==> src/rtl/alu_op_sequencer_pkg.sv <==
// Shared definitions for the ALU operand sequencer.
// FSM state encodings and the ALU opcode set.
package alu_op_sequencer_pkg;

    localparam int STATE_W = 3;

    typedef enum logic [STATE_W-1:0] {
        ST_A    = 3'd0,
        ST_B    = 3'd1,
        ST_OP   = 3'd2,
        ST_EXEC = 3'd3,
        ST_SHOW = 3'd4
    } state_t;

    localparam logic [5:0] ADD = 6'b100000;
    localparam logic [5:0] SUB = 6'b100010;
    localparam logic [5:0] AND = 6'b100100;
    localparam logic [5:0] OR  = 6'b100101;
    localparam logic [5:0] XOR = 6'b100110;
    localparam logic [5:0] SRA = 6'b000011;
    localparam logic [5:0] SRL = 6'b000010;
    localparam logic [5:0] NOR = 6'b100111;

endpackage

==> src/rtl/alu_op_sequencer_btn_debouncer.sv <==
// Push-button conditioner: 2-flop synchronizer, debounce
// counter and single-cycle rising-edge press pulse.
module btn_debouncer #(
    parameter int DEBOUNCE_CYCLES = 4
) (
    input  logic clock,
    input  logic reset,
    input  logic i_btn,
    output logic o_press
);

    localparam int CW = $clog2(DEBOUNCE_CYCLES) + 1;
    localparam logic [CW-1:0] LAST = CW'(DEBOUNCE_CYCLES - 1);

    logic [1:0]    sync;
    logic          stable;
    logic          stable_q;
    logic [CW-1:0] cnt;

    always_ff @(posedge clock or negedge reset) begin
        if (!reset) begin
            sync     <= '0;
            stable   <= 1'b0;
            stable_q <= 1'b0;
            cnt      <= '0;
        end else begin
            sync     <= {sync[0], i_btn};
            stable_q <= stable;
            if (sync[1] != stable) begin
                if (cnt == LAST) begin
                    stable <= sync[1];
                    cnt    <= '0;
                end else begin
                    cnt <= cnt + 1'b1;
                end
            end else begin
                cnt <= '0;
            end
        end
    end

    assign o_press = stable & ~stable_q;

endmodule

==> src/rtl/alu_op_sequencer.sv <==
// Loads A, B and opcode from the switch bank on button presses,
// fires the ALU, waits its latency and latches the result on LEDs.
module alu_op_sequencer
    import alu_op_sequencer_pkg::*;
#(
    parameter int N_BITS          = 6,
    parameter int N_LEDS          = 6,
    parameter int DEBOUNCE_CYCLES = 4,
    parameter int ALU_LATENCY     = 1
) (
    input  logic              clock,
    input  logic              reset,
    input  logic [N_BITS-1:0] i_sw,
    input  logic              i_btn_a,
    input  logic              i_btn_b,
    input  logic              i_btn_op,
    input  logic [N_BITS-1:0] i_result,
    output logic [N_BITS-1:0] o_A,
    output logic [N_BITS-1:0] o_B,
    output logic [N_BITS-1:0] o_OP,
    output logic              o_start,
    output logic [N_LEDS-1:0] o_led,
    output logic              o_busy,
    output logic [2:0]        o_state
);

    localparam int LW = $clog2(ALU_LATENCY + 1);
    localparam logic [LW-1:0] LAT_INIT = LW'(ALU_LATENCY);

    state_t        state;
    state_t        state_nx;
    logic [LW-1:0] lat;
    logic          press_a;
    logic          press_b;
    logic          press_op;
    logic          ld_a;
    logic          ld_b;
    logic          ld_op;
    logic          cap;
    logic [N_LEDS-1:0] led_w;

    btn_debouncer #(.DEBOUNCE_CYCLES(DEBOUNCE_CYCLES)) u_db_a (
        .clock(clock), .reset(reset), .i_btn(i_btn_a), .o_press(press_a)
    );
    btn_debouncer #(.DEBOUNCE_CYCLES(DEBOUNCE_CYCLES)) u_db_b (
        .clock(clock), .reset(reset), .i_btn(i_btn_b), .o_press(press_b)
    );
    btn_debouncer #(.DEBOUNCE_CYCLES(DEBOUNCE_CYCLES)) u_db_op (
        .clock(clock), .reset(reset), .i_btn(i_btn_op), .o_press(press_op)
    );

    generate
        if (N_LEDS > N_BITS) begin : g_ext
            assign led_w = {{(N_LEDS-N_BITS){1'b0}}, i_result};
        end else begin : g_trunc
            assign led_w = i_result[N_LEDS-1:0];
        end
    endgenerate

    always_comb begin
        state_nx = state;
        ld_a     = 1'b0;
        ld_b     = 1'b0;
        ld_op    = 1'b0;
        cap      = 1'b0;
        case (state)
            ST_A, ST_SHOW: begin
                if (press_a) begin
                    ld_a     = 1'b1;
                    state_nx = ST_B;
                end
            end
            ST_B: begin
                if (press_b) begin
                    ld_b     = 1'b1;
                    state_nx = ST_OP;
                end
            end
            ST_OP: begin
                if (press_op) begin
                    ld_op    = 1'b1;
                    state_nx = ST_EXEC;
                end
            end
            ST_EXEC: begin
                if (lat == '0) begin
                    cap      = 1'b1;
                    state_nx = ST_SHOW;
                end
            end
            default: state_nx = ST_A;
        endcase
    end

    always_ff @(posedge clock or negedge reset) begin
        if (!reset) begin
            state <= ST_A;
            lat   <= '0;
            o_A   <= '0;
            o_B   <= '0;
            o_OP  <= '0;
            o_led <= '0;
        end else begin
            state <= state_nx;
            if (ld_a)  o_A   <= i_sw;
            if (ld_b)  o_B   <= i_sw;
            if (ld_op) o_OP  <= i_sw;
            if (cap)   o_led <= led_w;
            // counter rests at zero outside EXEC
            if (ld_op)
                lat <= LAT_INIT;
            else if (lat != '0)
                lat <= lat - 1'b1;
        end
    end

    assign o_busy  = (state == ST_EXEC);
    assign o_start = (state == ST_EXEC) && (lat == LAT_INIT);
    assign o_state = state;

endmodule

==> config.mk <==
export PLATFORM = sky130hd
export DESIGN_NAME = alu_op_sequencer
export DESIGN_NICKNAME = d
export VERILOG_FILES = /design/src/rtl/alu_op_sequencer_pkg.sv /design/src/rtl/alu_op_sequencer_btn_debouncer.sv /design/src/rtl/alu_op_sequencer.sv
export SDC_FILE = /design/constraint.sdc
export NUM_CORES = 1
export LEC_CHECK = 0
export BUFFER_PORTS_ARGS = -buffer_cell sky130_fd_sc_hd__buf_4
export CAP_MARGIN = 0
export CORE_MARGIN = 1.5
export CORE_UTILIZATION = 52
export DETAILED_ROUTE_END_ITERATION = 7
export PLACE_DENSITY = 0.76
export RECOVER_POWER = 100
export SLEW_MARGIN = 15
export SYNTH_ARGS = -nofsm -noshare
export SYNTH_HDL_FRONTEND = slang
export SYNTH_SLANG_ARGS = --single-unit
==> constraint.sdc <==
create_clock -name clock -period 1.69 [get_ports clock]
set_input_delay 0 -clock clock [delete_from_list [all_inputs] [get_ports clock]]
set_output_delay 0 -clock clock [all_outputs]
set_load 0.03 [all_outputs]
==> flow_summary.toml, run 1 <==
[status]
outcome = "completed"

[timing]
period_minus_slack_ps = 1530
final.period_utilization = 0.907
slew_headroom = 0.223
rsz0062_at_grt = "false"
finalMaxSlewViolations = 0
final.setup.tns_ps = 0
timing.hold.ws_ps = 295
setup_viol = 0
skew_ps = 7.40
fin_ws_ps = 157
tightest_slew_ps = 1170
hold_viol = 0
fmax_mhz = 652

[grt]
grtUsageMet2 = 0.326
gr-usage-met3 = 0.0732
use_met1 = 0.222
antenna_found_initial = 0
gr-total-overflow = 0
grt_pass1_wl_um = 5720
grt_max_degree = 50
first_global_vias = 1233
top_usage_layer = "met2"
grt_use_total = 0.192

[power]
power_density_mw_per_mm2 = 1840
max-vdd-ir-drop_v = 0.00103
p_leak_nw = 1.05

[hold_path]
hp-class = "primary input to flip-flop"

[clock_tree]
cts_sinks = 49
cts_buffer_depth = 2
htree_levels = 2
worstSkewPairLatency_ps = 360
cts_setup_buffers = 0
clk_pin_slew_worst_paths_ps = 120
numCtsBuffers = 5
cts_tree = "yes"
root_buffer = "clkbuf_4"

[finish]
nNetsFinal = 205
antenna_cells = 0
fillers = 276
layoutNonFillerInstCount = 231
fin_area_mm2 = 0.00234
drive_above_1_share = 0.281
synthToLayoutAreaGrowth_pct = 22.6

[critical_path]
endpoint_kind = "flip-flop"
arrival_ps = 1790
critPathLaunchType = "flip-flop"
critPathBufInv = 0
critPathSlowestCell = "nor3_2"
cp_top_family = "simple AND/OR/NAND/NOR gates"
crit_path_cell_trace = "nand2b_1 -> nor3_2 -> mux2_2"
crit_required_ps = 1950
criticalPathCategory = "flip-flop to flip-flop"
cp_max_fo = 6
max_stage_delay_ps = 460

[placed_design]
placed_area_mm2 = 0.00228
dp_hpwl_um = 2370
portBuffers = 45
placed_cells = 208
gp_congestion = 0.812
dp_worst_setup_slack_ps = 163

[logic_synthesis]
synth-seq-area-share = 0.643
synth_seq_cells = 49
ys_async_sr_fraction = 1.00
synth_ff_type = "dfrtp_1"
synth_enable_flop_cells = 0
postSynthCellCount = 118
ys_warn_count = 0
synth_area_per_cell_um2 = 16.1
synthDistinctLibCells = 26
synthesis.area_mm2 = 0.00191
syn-num-nets = 138

[detailed_routing]
via_per_inst = 4.97
wl_um = 3410
drt-initial-drc-count = 25
vias = 1147
ant_nets = 0
drt_first_pass_iters = 4
drc = 0
wire_per_inst_um = 14.7

[floorplanning]
die_w_um = 63.5
dieArea_mm2 = 0.00404
row_count = 21
io_pins = 46
initial_core_util = 0.558
core_mm2 = 0.00342
die_height_um = 63.5

[flow_run]
drv_cap = 0
-- where the power goes --
part	switching (mW)	internal, mW	total (mW)
combinational	1.17	0.664	1.83
sequential	0.291	1.63	1.92
clock	0.332	0.197	0.529
-- through the flow --
stage | utilization | total power, mW
finish | 0.684 | 4.29
CTS | 0.731 | 4.77
global route | 0.684 | 4.57
global placement | 0.668 | 4.12
floorplan | - | 3.43
detailed placement | 0.668 | 4.20
-- per-layer routing --
metal / share of wire / up-vias / wire, µm
met5: 0 / - / 0
met4: 0.015 / 0 / 51
li1: - / 538 / -
met3: 0.059 / 6 / 201
met2: 0.49 / 36 / 1660
met1: 0.44 / 567 / 1490
-- cell usage after synthesis (2+ instances only) --
| library cell | count | area [µm²] |
|---|---|---|
| mux2_2 | 21 | 236 |
| inv_1 | 2 | 7.51 |
| mux2_4 | 6 | 90.1 |
| ha_1 | 3 | 37.5 |
| nor3_1 | 3 | 15.0 |
| nor2b_1 | 6 | 37.5 |
| buf_6 | 3 | 33.8 |
| nor2_1 | 2 | 7.51 |
| dfrtp_1 | 49 | 1230 |
| nor3b_1 | 5 | 37.5 |
| xnor2_1 | 3 | 26.3 |
-- sequential cells by signal, indices dropped and copies added, names as in the netlist, 3 cells and up --
signal and cells:
u_db_a.cnt 3, o_A 6, u_db_b.cnt 3, u_db_op.cnt 3, o_led 6, o_B 6, o_OP 6, o_state 3
-- cell families after synthesis --
family	share of synthesized area
muxes	0.171
AOI/OAI and AO/OA	0.0184
and+or+nand+nor	0.112
buffers and inverters	0.0217
adders and majority gates	0.0197
xor gates and xnor gates	0.0138
DFF	0.643
-- worst paths after layout --
kind	start	end	slack [ps]	cells after the start
max	u_db_a.stable_q	o_A[5]	160	3
min	i_btn_b	u_db_b.sync[0]	300	2
max reg2reg	u_db_a.stable_q	o_A[5]	160	3
min reg2reg	u_db_b.sync[0]	u_db_b.sync[1]	360	0
max in group asynchronous	reset	u_db_a.stable_q	600	2
min in group asynchronous	reset	o_led[0]	400	2
-- cell type report --
type / instances / area, µm² / share of cell area
inverter: 2 / 7.51 / 0.00321
timing repair buffer: 63 / 399 / 0.171
sequential: 49 / 1230 / 0.525
tap: 46 / 57.6 / 0.0246
multi-input combinational: 64 / 591 / 0.253
clock buffer: 7 / 55.1 / 0.0236
-- layout by cell type, fill, tap and decap left out, types with 5 or more instances in the layout --
| cell | n |
|---|---|
| buf_4 | 13 |
| clkbuf_1 | 30 |
| clkbuf_4 | 8 |
| dfrtp_1 | 49 |
| dlygate4sd3_1 | 16 |
| mux2_1 | 6 |
| mux2_2 | 21 |
| nor2b_1 | 6 |
| nor3b_1 | 5 |
-- timing repair --
action,CTS,global route
hold buffers,16,0
resized for setup,0,0
endpoints found under the hold margin,76,0
Power figures use the tool's default switching activity.
==> run 2: changes to the inputs <==
- SYNTH_HIERARCHICAL: not set -> 1
- clock period: 1.69 -> 1.5 ns (I/O delays scaled with it)
==> flow_summary.toml, run 2 <==
[placed_design]
dp_hpwl_um = 2390
portBuffers = 45
placed_cells = 208
placed_area_mm2 = 0.00234
gp_congestion = 0.749

[timing]
hold_viol = 0
final.setup.tns_ps = 0
setup_viol = 0
period_minus_slack_ps = 1470
rsz0062_at_grt = "true"
skew_ps = 7.66
final.period_utilization = 0.981
fmax_mhz = 680
tightest_slew_ps = 1130
finalMaxSlewViolations = 0
timing.hold.ws_ps = 354
slew_headroom = 0.244

[clock_tree]
cts_tree = "yes"
htree_levels = 2
root_buffer = "clkbuf_8"
cts_buffer_depth = 2
cts_sinks = 49
clk_pin_slew_worst_paths_ps = 80
numCtsBuffers = 5
worstSkewPairLatency_ps = 300

[floorplanning]
die_w_um = 64.0
core_mm2 = 0.00344
die_height_um = 64.0
dieArea_mm2 = 0.00410
row_count = 21
io_pins = 46
initial_core_util = 0.562

[finish]
antenna_cells = 0
nNetsFinal = 206
drive_above_1_share = 0.358
layout_commonest_cell = "dfrtp_1"
layout_common_cells = "46 x dfrtp_1, 29 x clkbuf_1, 18 x buf_4"
fillers = 256
synthToLayoutAreaGrowth_pct = 29.6
layoutNonFillerInstCount = 233
fin_area_mm2 = 0.00251

[detailed_routing]
drc = 0
drt-initial-drc-count = 16
wire_per_inst_um = 15.0
ant_nets = 0
vias = 1176
via_per_inst = 5.05
wl_um = 3490
drt_first_pass_iters = 2

[logic_synthesis]
synth_ff_type = "dfrtp_1"
synth_common_cells = "49 x dfrtp_1, 12 x mux2_4, 9 x mux2_2"
ys_top_cells_by_area = "dfrtp_1 63%, mux2_4 9.3%, mux2_2 5.2%"
ys_async_sr_fraction = 1.00
yosysMostFrequentCell = "dfrtp_1"
ys_warn_count = 6
yosys.area.top_type_share = 0.633
synth_enable_flop_cells = 0
synth_area_per_cell_um2 = 16.5
synth_top_cell_by_area = "dfrtp_1"
synthDistinctLibCells = 27
synth_seq_cells = 49
synth-seq-area-share = 0.633
synthesis.area_mm2 = 0.00194
syn-num-nets = 137
postSynthCellCount = 117

[grt]
grt_pass1_wl_um = 5840
antenna_found_initial = 0
gr-total-overflow = 0
first_global_vias = 1248
grt_max_degree = 50
grt_use_total = 0.193

[critical_path]
critPathLaunchType = "flip-flop"
cp_max_fo = 7
arrival_ps = 1660
endpoint_kind = "flip-flop"
crit_required_ps = 1690
criticalPathCategory = "flip-flop to flip-flop"

[hold_path]
hp-class = "flip-flop to flip-flop"

[power]
max-vdd-ir-drop_v = 0.000970
finalPower_mw = 5.24
power_density_mw_per_mm2 = 2090
p_leak_nw = 1.14

[status]
outcome = "completed"

[flow_run]
drv_cap = 0
run 2: metrics by stage:
stage,setup WS [ps],utilization
global route,-5.77,0.729
finish,28.3,0.729
CTS,3.27,0.751
global placement,11.7,0.681
detailed placement,-54.3,0.681
floorplan,43.4,-
run 2: logic make-up after synthesis:
group           after synthesis  share of synthesized area
fa+ha+maj                     3                     0.0194
mux                          27                      0.180
xor+xnor                      3                     0.0136
simple gates                 26                      0.122
flops                        49                      0.633
buf+inv                       5                     0.0187
compound gates                4                     0.0129
run 2: worst max-delay path, stage by stage (launching register included):
cell and delay (ps):
dfrtp_2 420, and2b_4 270, and3b_2 340, mux2_4 330
run 2: metal layers:
layer | vias up | share of wire | track usage
li1 | 540 | - | -
met1 | 595 | 0.43 | 0.220
met2 | 37 | 0.50 | 0.339
met3 | 4 | 0.056 | 0.0599
met4 | 0 | 0.0092 | 0.0679
met5 | - | 0 | 0
run 2: power breakdown:
group	internal (mW)	leakage, nW	total, mW	switching (mW)
clock	0.331	0.0395	0.716	0.385
combinational	1.03	0.499	2.35	1.33
sequential	1.84	0.603	2.17	0.334
total	3.19	1.14	5.24	2.05
run 2: what timing repair did:
item | CTS | global route
cloned | 0 | 0
setup endpoints to repair | 6 | 18
hold buffers | 16 | 0
resized for setup | 1 | 2
buffers inserted | 0 | 1
endpoints found under the hold margin | 76 | 0
run 2: area by class of cell:
cell class                      instances  area, µm²  area share
Multi-Input combinational cell         63        677       0.270
Tap cell                               46       57.6      0.0229
Clock buffer                            8       80.1      0.0319
Timing Repair Buffer                   66        460       0.184
Sequential cell                        49       1230       0.490
Inverter                                1       3.75     0.00150
run 2: path summary, 6_finish.rpt:
path	slack (ps)	end	cells past startpoint	startpoint
setup / recovery	30	o_led[0]	3	o_state[2]
hold / removal	350	u_db_op/sync[1]	0	u_db_op/sync[0]
setup reg to reg	30	o_led[0]	3	o_state[2]
hold reg to reg	350	u_db_op/sync[1]	0	u_db_op/sync[0]
max in group asynchronous	290	o_state[1]	2	reset
min in group asynchronous	460	o_A[0]	2	reset
